<file path="config.mk">
export PLATFORM = sky130hd
export DESIGN_NAME = intra_interp_filter_pipe
export DESIGN_NICKNAME = d
export VERILOG_FILES = /design/src/rtl/intra_interp_filter_pipe.sv
export SDC_FILE = /design/constraint.sdc
export NUM_CORES = 2
export LEC_CHECK = 0
export ABC_AREA = 1
export ABC_CLOCK_PERIOD_IN_PS = 8600
export BUFFER_PORTS_ARGS = -buffer_cell sky130_fd_sc_hd__buf_2
export CORE_ASPECT_RATIO = 0.9
export CORE_UTILIZATION = 69
export CTS_CLUSTER_SIZE = 24
export DETAILED_ROUTE_END_ITERATION = 10
export PLACE_DENSITY = 0.92
export SYNTH_ARGS = -nofsm -noshare
export SYNTH_HDL_FRONTEND = slang
export SYNTH_SLANG_ARGS = --single-unit
</file>
<file path="constraint.sdc">
create_clock -name clk -period 8.6 [get_ports clk]
set_input_delay 0.43 -clock clk [delete_from_list [all_inputs] [get_ports clk]]
set_output_delay 0.43 -clock clk [all_outputs]
set_load 0.02 [all_outputs]
</file>
<file path="src/rtl/intra_interp_filter_pipe.sv">
// Pipelined 4-tap VVC intra angular interpolation filter (fC cubic / fG gaussian).
// Define INTERP_CLIP_EN to clip results to the sample range; otherwise they wrap.
module intra_interp_filter_pipe #(
  parameter int BIT_DEPTH = 8,
  parameter int LANES     = 4,
  parameter int ACC_W     = BIT_DEPTH + 9
) (
  input  logic                           clk,
  input  logic                           rst_n,
  input  logic                           in_valid,
  output logic                           in_ready,
  input  logic [(LANES+3)*BIT_DEPTH-1:0] in_ref,
  input  logic [4:0]                     in_phase,
  input  logic                           in_mode,
  output logic                           out_valid,
  input  logic                           out_ready,
  output logic [LANES*BIT_DEPTH-1:0]     out_pred
);

  typedef logic signed [ACC_W-1:0] acc_t;

  localparam acc_t RND  = acc_t'(32);
  localparam acc_t MAXV = acc_t'((1 << BIT_DEPTH) - 1);

  function automatic logic [31:0] row(
    input int c0, c1, c2, c3
  );
    return {8'(c3), 8'(c2), 8'(c1), 8'(c0)};
  endfunction

  // Coefficient-bit-steered shift-add network, sign applied last.
  function automatic acc_t shadd(
    input logic [BIT_DEPTH-1:0] x,
    input logic [7:0]           c
  );
    logic [ACC_W-1:0] acc;
    logic [7:0]       m;
    acc = '0;
    m   = c[7] ? 8'(-c) : c;
    for (int b = 0; b < 7; b++)
      if (m[b]) acc = acc + (ACC_W'(x) << b);
    return c[7] ? acc_t'(-acc) : acc_t'(acc);
  endfunction

  logic [31:0] crow;
  logic [3:0]  g;

  always_comb begin
    g    = in_phase[4:1];
    crow = '0;
    if (in_mode) begin
      crow = row(16 - int'(g), 32 - int'(g),
                 16 + int'(g), int'(g));
    end else begin
      unique case (in_phase)
        5'd0:  crow = row( 0, 64,  0,  0);
        5'd1:  crow = row(-1, 63,  2,  0);
        5'd2:  crow = row(-2, 62,  4,  0);
        5'd3:  crow = row(-2, 60,  7, -1);
        5'd4:  crow = row(-2, 58, 10, -2);
        5'd5:  crow = row(-3, 57, 12, -2);
        5'd6:  crow = row(-4, 56, 14, -2);
        5'd7:  crow = row(-4, 55, 15, -2);
        5'd8:  crow = row(-4, 54, 16, -2);
        5'd9:  crow = row(-5, 53, 18, -2);
        5'd10: crow = row(-6, 52, 20, -2);
        5'd11: crow = row(-6, 49, 24, -3);
        5'd12: crow = row(-6, 46, 28, -4);
        5'd13: crow = row(-5, 44, 29, -4);
        5'd14: crow = row(-4, 42, 30, -4);
        5'd15: crow = row(-4, 39, 33, -4);
        5'd16: crow = row(-4, 36, 36, -4);
        5'd17: crow = row(-4, 33, 39, -4);
        5'd18: crow = row(-4, 30, 42, -4);
        5'd19: crow = row(-4, 29, 44, -5);
        5'd20: crow = row(-4, 28, 46, -6);
        5'd21: crow = row(-3, 24, 49, -6);
        5'd22: crow = row(-2, 20, 52, -6);
        5'd23: crow = row(-2, 18, 53, -5);
        5'd24: crow = row(-2, 16, 54, -4);
        5'd25: crow = row(-2, 15, 55, -4);
        5'd26: crow = row(-2, 14, 56, -4);
        5'd27: crow = row(-2, 12, 57, -3);
        5'd28: crow = row(-2, 10, 58, -2);
        5'd29: crow = row(-1,  7, 60, -2);
        5'd30: crow = row( 0,  4, 62, -2);
        5'd31: crow = row( 0,  2, 63, -1);
      endcase
    end
  end

  acc_t s1_p_d   [LANES][4];
  acc_t s1_p_q   [LANES][4];
  acc_t s2_sum_d [LANES];
  acc_t s2_sum_q [LANES];

  logic [LANES*BIT_DEPTH-1:0] s3_pred_d;
  logic [LANES*BIT_DEPTH-1:0] s3_pred_q;

  logic s1_v_q, s2_v_q, s3_v_q;
  logic en;

  always_comb begin
    for (int i = 0; i < LANES; i++)
      for (int k = 0; k < 4; k++)
        s1_p_d[i][k] = shadd(
          in_ref[(i+k)*BIT_DEPTH +: BIT_DEPTH],
          crow[8*k +: 8]);
  end

  always_comb begin
    for (int i = 0; i < LANES; i++)
      s2_sum_d[i] = s1_p_q[i][0] + s1_p_q[i][1]
                  + s1_p_q[i][2] + s1_p_q[i][3];
  end

  always_comb begin : s3_comb
    acc_t r;
    r         = '0;
    s3_pred_d = '0;
    for (int i = 0; i < LANES; i++) begin
      r = (s2_sum_q[i] + RND) >>> 6;
`ifdef INTERP_CLIP_EN
      if (r < 0)
        s3_pred_d[i*BIT_DEPTH +: BIT_DEPTH] = '0;
      else if (r > MAXV)
        s3_pred_d[i*BIT_DEPTH +: BIT_DEPTH] = '1;
      else
        s3_pred_d[i*BIT_DEPTH +: BIT_DEPTH] =
          r[BIT_DEPTH-1:0];
`else
      s3_pred_d[i*BIT_DEPTH +: BIT_DEPTH] =
        r[BIT_DEPTH-1:0];
`endif
    end
  end

  assign en        = out_ready | ~s3_v_q;
  assign in_ready  = en;
  assign out_valid = s3_v_q;
  assign out_pred  = s3_pred_q;

  always_ff @(posedge clk or negedge rst_n) begin
    if (!rst_n) begin
      s1_v_q    <= 1'b0;
      s2_v_q    <= 1'b0;
      s3_v_q    <= 1'b0;
      s1_p_q    <= '{default: '0};
      s2_sum_q  <= '{default: '0};
      s3_pred_q <= '0;
    end else if (en) begin
      s1_v_q    <= in_valid;
      s2_v_q    <= s1_v_q;
      s3_v_q    <= s2_v_q;
      s1_p_q    <= s1_p_d;
      s2_sum_q  <= s2_sum_d;
      s3_pred_q <= s3_pred_d;
    end
  end

endmodule

</file>
==> results.py <==
metrics = {
    "floorplanning": {
        "chipHeight_um": 248,
        "die_area_um2": 68400,
        "ios": 100,
        "die_w_um": 276,
        "rows": 89,
        "initial_utilization_pct": 70.4,
        "core_region_area_um2": 66000,
    },
    "sta": {
        "post-route-period-util_pct": 92.6,
        "finalClockSkew_ns": 0.0130,
        "final.min_clock_period_ns": 7.97,
        "worstMarginPinSlew_ns": 1.20,
        "final.hold.worst_slack_ns": 0.0729,
        "finalHoldViolations": 0,
        "setup_ws_ns": 0.632,
        "maxSlewViolCount": 0,
        "grt_setup_unrepaired": "false",
        "totalNegativeSetupSlack_ns": 0,
        "timing.final.setup_violations": 0,
        "timing.slew.headroom_pct": 20.0,
        "maxClockFrequency_ghz": 0.126,
    },
    "synthesis": {
        "synth_top_area_cell": "ha_1",
        "synth-edff-count": 0,
        "share_of_synthesized_flip_flops_with_an_asynchronous_set_or_reset_pct": 100,
        "synth.yosys.warnings": 0,
        "yosysTopAreaCellShare_pct": 17.1,
        "syn-instance-count": 6908,
        "syn_area_um2": 46500,
        "yosys_register_bits": 295,
        "synth.avg_cell_area_um2": 6.73,
        "synth.yosys.seq_area_share_pct": 15.9,
        "yosys_most_used_dff": "dfrtp_1",
        "syn_nets": 7782,
        "synthTopCellsByArea": "ha_1, dfrtp_1, nand2_1",
        "synth_cell_type_count": 64,
    },
    "global_routing": {
        "grt_start_max_net_pins": 185,
        "first_global_vias": 44635,
        "grt_first_pass_wirelength_um": 229000,
        "gr-usage-all-layers_pct": 42.0,
        "number_of_antenna_violations_at_the_first_check_in_global_routing": 5,
        "grt_remaining_overflow": 0,
    },
    "detailed_routing": {
        "postRouteWirelength_um": 145000,
        "number_of_vias_in_the_routed_layout": 47743,
        "avgRoutedWirePerCell_um": 18.6,
        "post-route-drc-count": 0,
        "viasPerCell": 6.12,
        "detailedRoute.firstPassIterationCount": 9,
        "detailedRoute.firstIterationViolations": 5170,
        "drt.antenna.violating_nets": 0,
    },
    "worst_hold_path": {
        "startpoint_of_the_worst_hold_path": "in_valid",
        "whs_path_depth": 3,
        "hold_path_class": "primary input to flip-flop",
        "whs_endpoint": "s1_v_q",
    },
    "worst_setup_path": {
        "reg2reg_to": "s2_sum_q[28]",
        "critical-path-slowest-cell": "fa_1",
        "critical-path-top-cell-by-count": "nand2_1",
        "setup.worst_path.start_class": "primary input",
        "worst-endpoint-arrival_ns": 8.40,
        "r2r_start": "s1_p_q[71]",
        "register_to_register_path_setup_slack_ns": 4.75,
        "peak_per_stage_delay_on_the_critical_path_ns": 0.48,
        "timing.critical_path.required_ns": 9.03,
        "timing.critical_path.fanout_max": 35,
        "worst_reg_to_reg_path_cell_count": 15,
        "timing.setup.critical_path_class": "primary input to flip-flop",
        "timing.critical_path.to_type": "flip-flop",
    },
    "clocking": {
        "ctsLongestPathBuffers": 3,
        "clock_tree.root_cell": "clkbuf_16",
        "clk-insertion-delay-late_ns": 0.56,
        "cts-buffers-inserted": 35,
        "ctsHtreeMaxLevel": 2,
        "clkSinkCount": 295,
        "worst_setup_hold_path_clk_slew_ns": 0.06,
        "post-cts-setup-buffer-count": 0,
        "tritoncts": "built",
    },
    "placed_design": {
        "dp.cells": 7737,
        "global_placer_s_final_weighted_congestion": 1.01,
        "place.port_buffers": 99,
        "placement.setup.worst_slack_ns": 0.0997,
        "dp.final_hpwl_um": 109000,
    },
    "power_and_ir_drop": {
        "power_density_nw_per_um2": 363,
        "net_switching_fraction_of_the_power_pct": 54.2,
        "power.leakage_nw": 26.0,
        "power_report.internal_total_mw": 8.12,
        "netSwitchingPower_mw": 9.62,
        "power.total_mw": 17.7,
        "vdd.ir_drop.worst_uv": 305,
        "power_frac_clock_pct": 8.6,
        "sequentialPowerShare_pct": 16.1,
        "pwr-share-comb_pct": 75.3,
    },
    "run_status": {
        "status": "finished clean",
    },
    "finish": {
        "final_layout_size_suffix_gt1_share_pct": 6.52,
        "seq_area_um2": 7380,
        "post_layout_nonfiller_instances": 7804,
        "layout-area-overhead-vs-synth_pct": 5.04,
        "fill_cells": 5092,
        "post_layout_nets": 7785,
        "multiInputGateArea_um2": 34900,
    },
    "job": {
        "max_capacitance_violation_count": 0,
    },
}
critical path, delay by kind of cell:
| kind | cells | cell delay (ns) |
|---|---|---|
| buf+inv | 6 | 0.69 |
| compound gates | 9 | 1.62 |
| fa+ha+maj | 10 | 3.17 |
| xor+xnor | 3 | 0.55 |
| simple gates | 20 | 1.91 |
power groups by stage:
stage               sequential, mW  clock [mW]  combinational (mW)
finish                        2.85        1.53                13.4
global route                  2.89        1.57                14.9
CTS                           2.79        1.52                13.0
detailed placement            2.81           0                12.8
global placement              2.78           0                12.1
floorplan                     2.58           0                9.71
metrics by stage:
stage	instance area, um^2	utilization (%)
2_1_floorplan	46500	-
3_3_place_gp	47700	72.2
3_5_place_dp	47700	72.2
4_1_cts	48800	73.9
5_1_grt	48800	73.9
6_report	48800	73.9
layer usage:
| layer | vias up | share of wire, % | track usage (%) |
|---|---|---|---|
| li1 | 22670 | - | - |
| met1 | 21832 | 40 | 55.0 |
| met2 | 2693 | 41 | 63.1 |
| met3 | 544 | 14 | 13.5 |
| met4 | 4 | 4.9 | 18.9 |
| met5 | - | 0.019 | 0 |
synth_stat cells (all sizes together), types with 114 or more instances:
| master | instances |
|---|---|
| buf | 114 |
| inv | 827 |
| fa | 172 |
| o21ai | 627 |
| nand3 | 540 |
| a21oi | 412 |
| xor2 | 219 |
| nor2 | 460 |
| ha | 636 |
| dfrtp | 295 |
| nand2 | 1911 |
| xnor2 | 140 |
placed cells by master (no fill, tap or decap), types with 21 or more instances in the layout:
cell       synthesis  routed
a21boi_0          21      21
a21oi_1          410     410
buf_2             54      98
buf_4             17      78
clkbuf_16          0      36
dfrtp_1          295     295
fa_1             172     172
ha_1             636     636
inv_1            802     802
inv_2             23      23
nand2_1         1875    1874
nand2_2           29      30
nand3_1          527     525
nand4_1           66      66
nor2_1           446     444
nor3_1            35      35
o211ai_1          32      32
o21ai_0          471     465
o21ai_1          130     136
o21ai_2           26      26
o21bai_1          55      55
or2_2             78      78
xnor2_1          140     140
xor2_1           219     219
worst max path at each step:
stage / end / slack (ns) / cells past startpoint / from
after floorplan: s1_p_q[46] / 0.45 / 49 / in_phase[3]
after global placement: s1_p_q[46] / 0.48 / 49 / in_phase[1]
after detailed placement: s1_p_q[46] / 0.1 / 49 / in_phase[1]
after CTS: s1_p_q[46] / 0.60 / 49 / in_phase[1]
after global routing: s1_p_q[182] / 0.006 / 50 / in_phase[1]
final: s1_p_q[114] / 0.63 / 48 / in_phase[1]
state kept, by name, summed over array words and instances (netlist names):
register	flops
s2_sum_q	36
out_pred	32
s2_v_q	1
s1_p_q	224
out_valid	1
s1_v_q	1
area by class of cell:
cell class	count	share of cell area, %
Antenna cell	5	0.0256
Clock buffer	47	2.07
Clock inverter	14	0.266
Inverter	832	6.42
Multi-Input combinational cell	5565	71.5
Sequential cell	295	15.1
Tap cell	864	2.21
Timing Repair Buffer	182	2.42
timing repair:
action | CTS | global route
endpoints found under the setup margin | 0 | 6
hold buffers | 1 | 0
endpoints found under the hold margin | 60 | 0
gates resized for setup | 0 | 6
kinds of logic (layout without fill, tap and decap cells):
logic type | Yosys count | in the layout | synth area share (%)
simple gates | 3132 | 3132 | 28.5
compound gates | 1263 | 1263 | 15.2
buf+inv | 1048 | 1075 | 9.12
fa+ha+maj | 808 | 808 | 24.5
xor+xnor | 359 | 359 | 6.76
flops | 295 | 295 | 15.9
mux | 3 | 3 | 0.0996
other cells | 0 | 5 | 0
No activity file was read; power rests on OpenSTA's default activity.
